==> config.mk <==
export PLATFORM = sky130hd
export DESIGN_NAME = speaker_i2s_tx
export DESIGN_NICKNAME = d
export VERILOG_FILES = /design/src/rtl/speaker_i2s_tx.sv
export SDC_FILE = /design/constraint.sdc
export NUM_CORES = 1
export LEC_CHECK = 0
export ABC_AREA = 1
export BUFFER_PORTS_ARGS = -buffer_cell sky130_fd_sc_hd__buf_2
export CAP_MARGIN = 20
export CORE_MARGIN = 5
export CORE_UTILIZATION = 45
export DETAILED_ROUTE_END_ITERATION = 8
export MAX_ROUTING_LAYER = met4
export PLACE_DENSITY = 0.72
export REMOVE_ABC_BUFFERS = 1
export SLEW_MARGIN = 20
export SYNTH_ARGS = -nofsm -noshare
export SYNTH_HDL_FRONTEND = slang
export SYNTH_SLANG_ARGS = --single-unit
==> constraint.sdc <==
create_clock -name clk -period 3.49 [get_ports clk]
set_clock_uncertainty 0.05 [all_clocks]
set_input_delay 0.698 -clock clk [delete_from_list [all_inputs] [get_ports clk]]
set_output_delay 0.698 -clock clk [all_outputs]
set_load 0.01 [all_outputs]
==> src/rtl/speaker_i2s_tx.sv <==
// I2S transmitter for the on-board audio DAC: a free-running divider makes MCLK/SCK/LRCK,
// and a frame-coherent L/R pair is serialized MSB first. Optional macro SPK_VOLUME_EN adds a shift-volume input.
module speaker_i2s_tx #(
  parameter int SAMPLE_W = 16
) (
  input  logic                clk,
  input  logic                rst,
  input  logic [SAMPLE_W-1:0] audio_left,
  input  logic [SAMPLE_W-1:0] audio_right,
  input  logic                mute,
`ifdef SPK_VOLUME_EN
  input  logic [2:0]          volume,
`endif
  output logic                audio_mclk,
  output logic                audio_sck,
  output logic                audio_lrck,
  output logic                audio_sdin,
  output logic                sample_req
);

  logic [9:0]          cnt_q, cnt_d;
  logic [SAMPLE_W-1:0] shadow_l_q, shadow_l_d;
  logic [SAMPLE_W-1:0] shadow_r_q, shadow_r_d;
  logic                mute_q, mute_d;
  logic                sdin_q, sdin_d;
  logic                req_q, req_d;

  logic                frame_start;
  logic                bit_edge;
  logic [4:0]          slot_nx;
  logic [5:0]          slot_ext;
  logic [5:0]          bit_idx;
  logic                slot_vld;
  logic [SAMPLE_W-1:0] word_nx;
  logic [SAMPLE_W-1:0] word_sh;

  assign cnt_d       = cnt_q + 10'd1;
  assign frame_start = (cnt_q == 10'h3FF);
  // sdin changes when the coming count enters a new slot, i.e. on the SCK falling edge
  assign bit_edge    = (cnt_d[3:0] == 4'd0);
  assign slot_nx     = cnt_d[8:4];
  assign slot_ext    = {1'b0, slot_nx};
  assign slot_vld    = (slot_nx != 5'd0) && (slot_ext <= 6'(SAMPLE_W));
  assign bit_idx     = 6'(SAMPLE_W) - slot_ext;
  assign word_nx     = cnt_d[9] ? shadow_r_q : shadow_l_q;
  assign word_sh     = word_nx >> bit_idx;

  always_comb begin
    shadow_l_d = shadow_l_q;
    shadow_r_d = shadow_r_q;
    mute_d     = mute_q;
    sdin_d     = sdin_q;
    req_d      = frame_start;
    if (frame_start) begin
`ifdef SPK_VOLUME_EN
      shadow_l_d = $signed(audio_left) >>> volume;
      shadow_r_d = $signed(audio_right) >>> volume;
`else
      shadow_l_d = audio_left;
      shadow_r_d = audio_right;
`endif
      mute_d = mute;
    end
    if (bit_edge)
      sdin_d = !mute_q && slot_vld && word_sh[0];
  end

  always_ff @(posedge clk or posedge rst) begin
    if (rst) begin
      cnt_q      <= '0;
      shadow_l_q <= '0;
      shadow_r_q <= '0;
      mute_q     <= 1'b0;
      sdin_q     <= 1'b0;
      req_q      <= 1'b0;
    end else begin
      cnt_q      <= cnt_d;
      shadow_l_q <= shadow_l_d;
      shadow_r_q <= shadow_r_d;
      mute_q     <= mute_d;
      sdin_q     <= sdin_d;
      req_q      <= req_d;
    end
  end

  assign audio_mclk = cnt_q[1];
  assign audio_sck  = cnt_q[3];
  assign audio_lrck = cnt_q[9];
  assign audio_sdin = sdin_q;
  assign sample_req = req_q;

endmodule

; After elaboration in Yosys (flattened, before gate mapping)
; Cells that the tools add are included.
[op_classes]
n_mux = 1
reduce_logical = 6
addsub = 2
n_eq_ne = 1
shifts = 1
order_cmp = 1
[op_table]
columns = cell, n
row1 = 2-to-1 mux 16 bit, 1
row2 = >> shifter 16 x 6 -> 1 bit, 1
row3 = adder 10 x 1 -> 10 bit (second input constant), 1
row4 = == test 10 bit (second input constant), 1
row5 = subtractor 5 x 5 -> 6 bit (first input constant), 1
row6 = less-or-equal comparator 5 bit (second input constant), 1
row7 = nonzero test 5 bit, 1
row8 = zero test 4 bit, 1
row9 = logical AND 1 bit, 3
row10 = zero test 1 bit, 1
[totals]
out_inout_bits = 5
elab_cells = 18
inputBits = 35
reg_bits = 45

; Logic depth before layout (Yosys ltp)
[depth]
word_depth = 5
depth_mapped = 16
ltp_nobuf = 15

; Worst setup path before layout
; OpenSTA, ideal clock, no wires.
[synth_path]
kind = register to register
from = register cnt_q[1]
to = register sdin_q (netlist: audio_sdin)
stages_incl_launch_ff = 17
required_time_ns = 3.323
t_arrival_ns = 1.941
n_path_buf = 1
path_slack_ns = 1.382
cell_sequence = dfrtp_1 -> ha_1 -> nand2_1 -> nor2_2 -> inv_1 -> nand2_1 -> buf_2 -> ha_1 -> inv_1 -> nor2_1 -> clkinv_1 -> nand2_2 -> inv_1 -> nand3_1 -> nand3_1 -> nand3_1 -> nand2_1
[synth_via]
elab_chain_len = 5
[synth_lines]
columns = element, line
row1 = from (decl), 21  ; logic [9:0] cnt_q, cnt_d;
row2 = from (signal assigned), 77  ; cnt_q <= cnt_d;
row3 = adder 10 x 1 -> 10 bit (*), 37  ; assign cnt_d = cnt_q + 10'd1;
row4 = branches (longest 4 deep; another with subtractor 5 x 5 -> 6 bit), -
row5 = to (signal assigned), 81  ; sdin_q <= sdin_d;
row6 = to (decl), 25  ; logic sdin_q, sdin_d;
; Every way passes the cells marked *.
; A chain may end at the register's enable or synchronous reset.

; Worst setup path after layout
; Same ends and word-level chain as after synthesis.

==> summary.md <==
| Metric | Value |
|---|---|
| CP Data Required Time | between 3 and 4 ns |
| Antenna-violating nets left | 0 |
| Flops & latches, synth | 45 |
| Worst min path class | in -> async |
| DIE AREA | ~6500 um^2 |
| Top cells by area, synth | dfrtp_1 50%, nand2_1 12%, nand3_1 8.9%, inv_1 8.0%, o21ai_0 7.5% |
| Final core occ | 0.5461 |
| Register area share after synthesis | 0.4981 |
| Vias in the first global route | about 1.8k |
| Worst-path fanout max | 11 |
| Multi-input logic area | around 900 um^2 |
| Die Span Y | slightly above 80 um |
| P per Cell Area | 340.8 nW/um^2 |
| Synthesized instance count | 279 |
| Fill count | around 450 |
| Final period util | 0.6777 |
| Std-Cell Core Area | ~4800 um^2 |
| Worst vdd ir | between 200 and 300 uV |
| Crit start category | flip-flop |
| Library cells used by synthesis | 24 |
| Clk_lat worst skew | about 0.29 ns |
| GP Congestion | approximately 0.77 |
| Site row count | 25 |
| P_leak | 0.001309 uW |
| Gates resized, CTS repair | 0 |
| Detailed Route Iter0 Violations | 61 |
| Final total power | between 800 and 900 uW |
| Clock root cell | clkbuf_8 |
| Warnings, synthesis | 0 |
| Status | completed |
| CTS tree | done |
| Drt pass-1 iters | 4 |
| Tmin final | ~2.4 ns |
| Largest net degree at the start of global routing | 38 |
| CTS clk-pin slew, worst paths | 0.08 ns |
| Avg WL per Cell | between 10 and 15 um |
| Antenna violations before repair | 0 |
| Critical Path Sink Type | flip-flop |
| Syn_area_per_cell | between 8 and 9 um^2 |
| Final nets | 356 |
| Placed cells | 378 |
| # IOs | 40 |
| DIE WIDTH | approximately 81 um |
| Slew HR | 0.4999 |
| Worst slack on hold paths | approximately 0.38 ns |
| Hpwl dp | 3269 um |
| Crit path DAT | approximately 2.5 ns |
| Post-Syn Area | between 2000 and 2500 um^2 |
| Num CTS Buffers | 5 |
| Share of layout cells above drive strength 1 | 0.2038 |
| Initial Util | 0.4724 |
| Diode count | 0 |
| FMAX | 422.8 MHz |
| Hold_buf cts | 0 |
| Synth area leader | dfrtp_1 |
| # setup viols final | 0 |
| # Post-CTS Setup Buffers | 0 |
| Setup_tns | 0 ns |
| Syn-to-layout area delta | 15.61% |
| Least-Margin Pin Slew | roughly 0.75 ns |
| Finished Layout Cells | 386 |
| Remaining DRCs | 0 |
| Clk buf depth | 2 |
| H-tree depth reported by CTS | 2 |
| Port Buffer Count | 39 |
| Wirelength, routed | roughly 4300 um |
| Global-route wire length before repair | ~7500 um |
| Maxcap violations | 0 |
| CTS Sinks | 45 |
| Total track usage | 0.1499 |
| Synth top area share | 0.4981 |
| Via density per instance | ~4.7 |
| RSZ-0062 raised after global routing | false |
| Slew Viols, Final | 0 |
| FF/Latch Area | roughly 1100 um^2 |
| Routed via count | approximately 1.8k |
| Crit path kind | reg -> reg |
| Grt total ovfl | 0 |
| Final Hold Vio Count | 0 |
[cells in the mapped netlist]
cell / count
nand3_2: 1
a31o_2: 1
nor2_1: 3
buf_2: 5
nand2_4: 2
o21ai_0: 34
nor2_4: 2
clkinv_1: 2
clkbuf_1: 3
nor3_1: 1
nand2_2: 6
nand3_4: 1
xor2_1: 5
nor4_2: 1
xnor2_1: 1
ha_1: 3
nor2_2: 1
dfrtp_1: 45
nand2_1: 70
a21oi_1: 1
inv_1: 48
buf_6: 2
nand3_1: 40
nand4_1: 1
[registers in the layout, summed over array words and instances (netlist names)]
register	count
audio_sdin	1
cnt_q	10
mute_q	1
sample_req	1
shadow_l_q	16
shadow_r_q	16
[path summary, 6_finish.rpt]
kind,start,slack [ns],depth (start not counted),endpoint
worst max-delay path,cnt_q[1],1.12,15,audio_sdin
worst min-delay path,rst,0.38,2,shadow_l_q[15]
worst max register to register,cnt_q[1],1.12,15,audio_sdin
worst min register to register,cnt_q[0],0.45,1,cnt_q[0]
max in group asynchronous,rst,2.30,3,shadow_l_q[3]
min in group clk,cnt_q[0],0.45,1,cnt_q[0]
[cells by family after synthesis]
logic type      synth area share
xor+xnor                 0.02324
fa+ha+maj                0.01660
compound gates           0.08135
simple gates              0.2717
buf+inv                   0.1090
flops                     0.4981
[cell type report]
type | instances | share of cell area
Clock buffer | 7 | 0.03686
Clock inverter | 1 | 0.001915
Timing Repair Buffer | 42 | 0.08329
Inverter | 50 | 0.07180
Tap cell | 67 | 0.03207
Multi-Input combinational cell | 174 | 0.3432
Sequential cell | 45 | 0.4308
[through the flow]
| step | setup WS [ns] | instance area (um^2) |
|---|---|---|
| global placement | 1.233 | 2512 |
| global route | 0.9439 | 2614 |
| floorplan | -0.1503 | 2202 |
| detailed placement | 1.125 | 2512 |
| CTS | 1.114 | 2614 |
| finish | 1.125 | 2614 |
[worst max-delay path, cell delays in order, from the launching register on]
cell and delay, ns:
dfrtp_1 0.40, ha_1 0.22, nand2_1 0.08, nor2_2 0.15, inv_1 0.09, nand2_1 0.32, ha_1 0.22, inv_1 0.05
nor2_1 0.15, clkinv_1 0.11, nand2_2 0.09, inv_1 0.06, nand3_1 0.07, nand3_1 0.07, nand3_1 0.08, nand2_1 0.05
[layer usage]
metal	share of wire	global-route usage	vias to the layer above	wire [um]
li1	-	-	942	-
met1	0.46	0.1908	831	1972
met2	0.49	0.2422	31	2110
met3	0.049	0.03659	2	211
met4	0.0049	0.03547	0	21
met5	0	-	-	0
[power by group]
group	switching, uW	internal, uW
Combinational	14.3	13.8
Clock	163	179
Sequential	0	521
[layout by cell type, fill, tap and decap left out]
cell      instances
nand2_1          70
nor4_4            1
buf_4             3
nor2_1            3
a21oi_1           1
a31o_2            1
nand2_2           6
nand2_4           2
nand3_2           1
ha_1              3
nand3_1          40
nor3_1            1
dfrtp_1          45
nor2_4            2
nor2_2            1
inv_1            47
o21ai_0          34
nand3_4           1
buf_2            39
clkbuf_8          7
clkinv_2          1
xnor2_1           1
clkinv_1          3
xor2_1            5
nand4_1           1
Note: power is estimated with default switching activity, not from simulation.
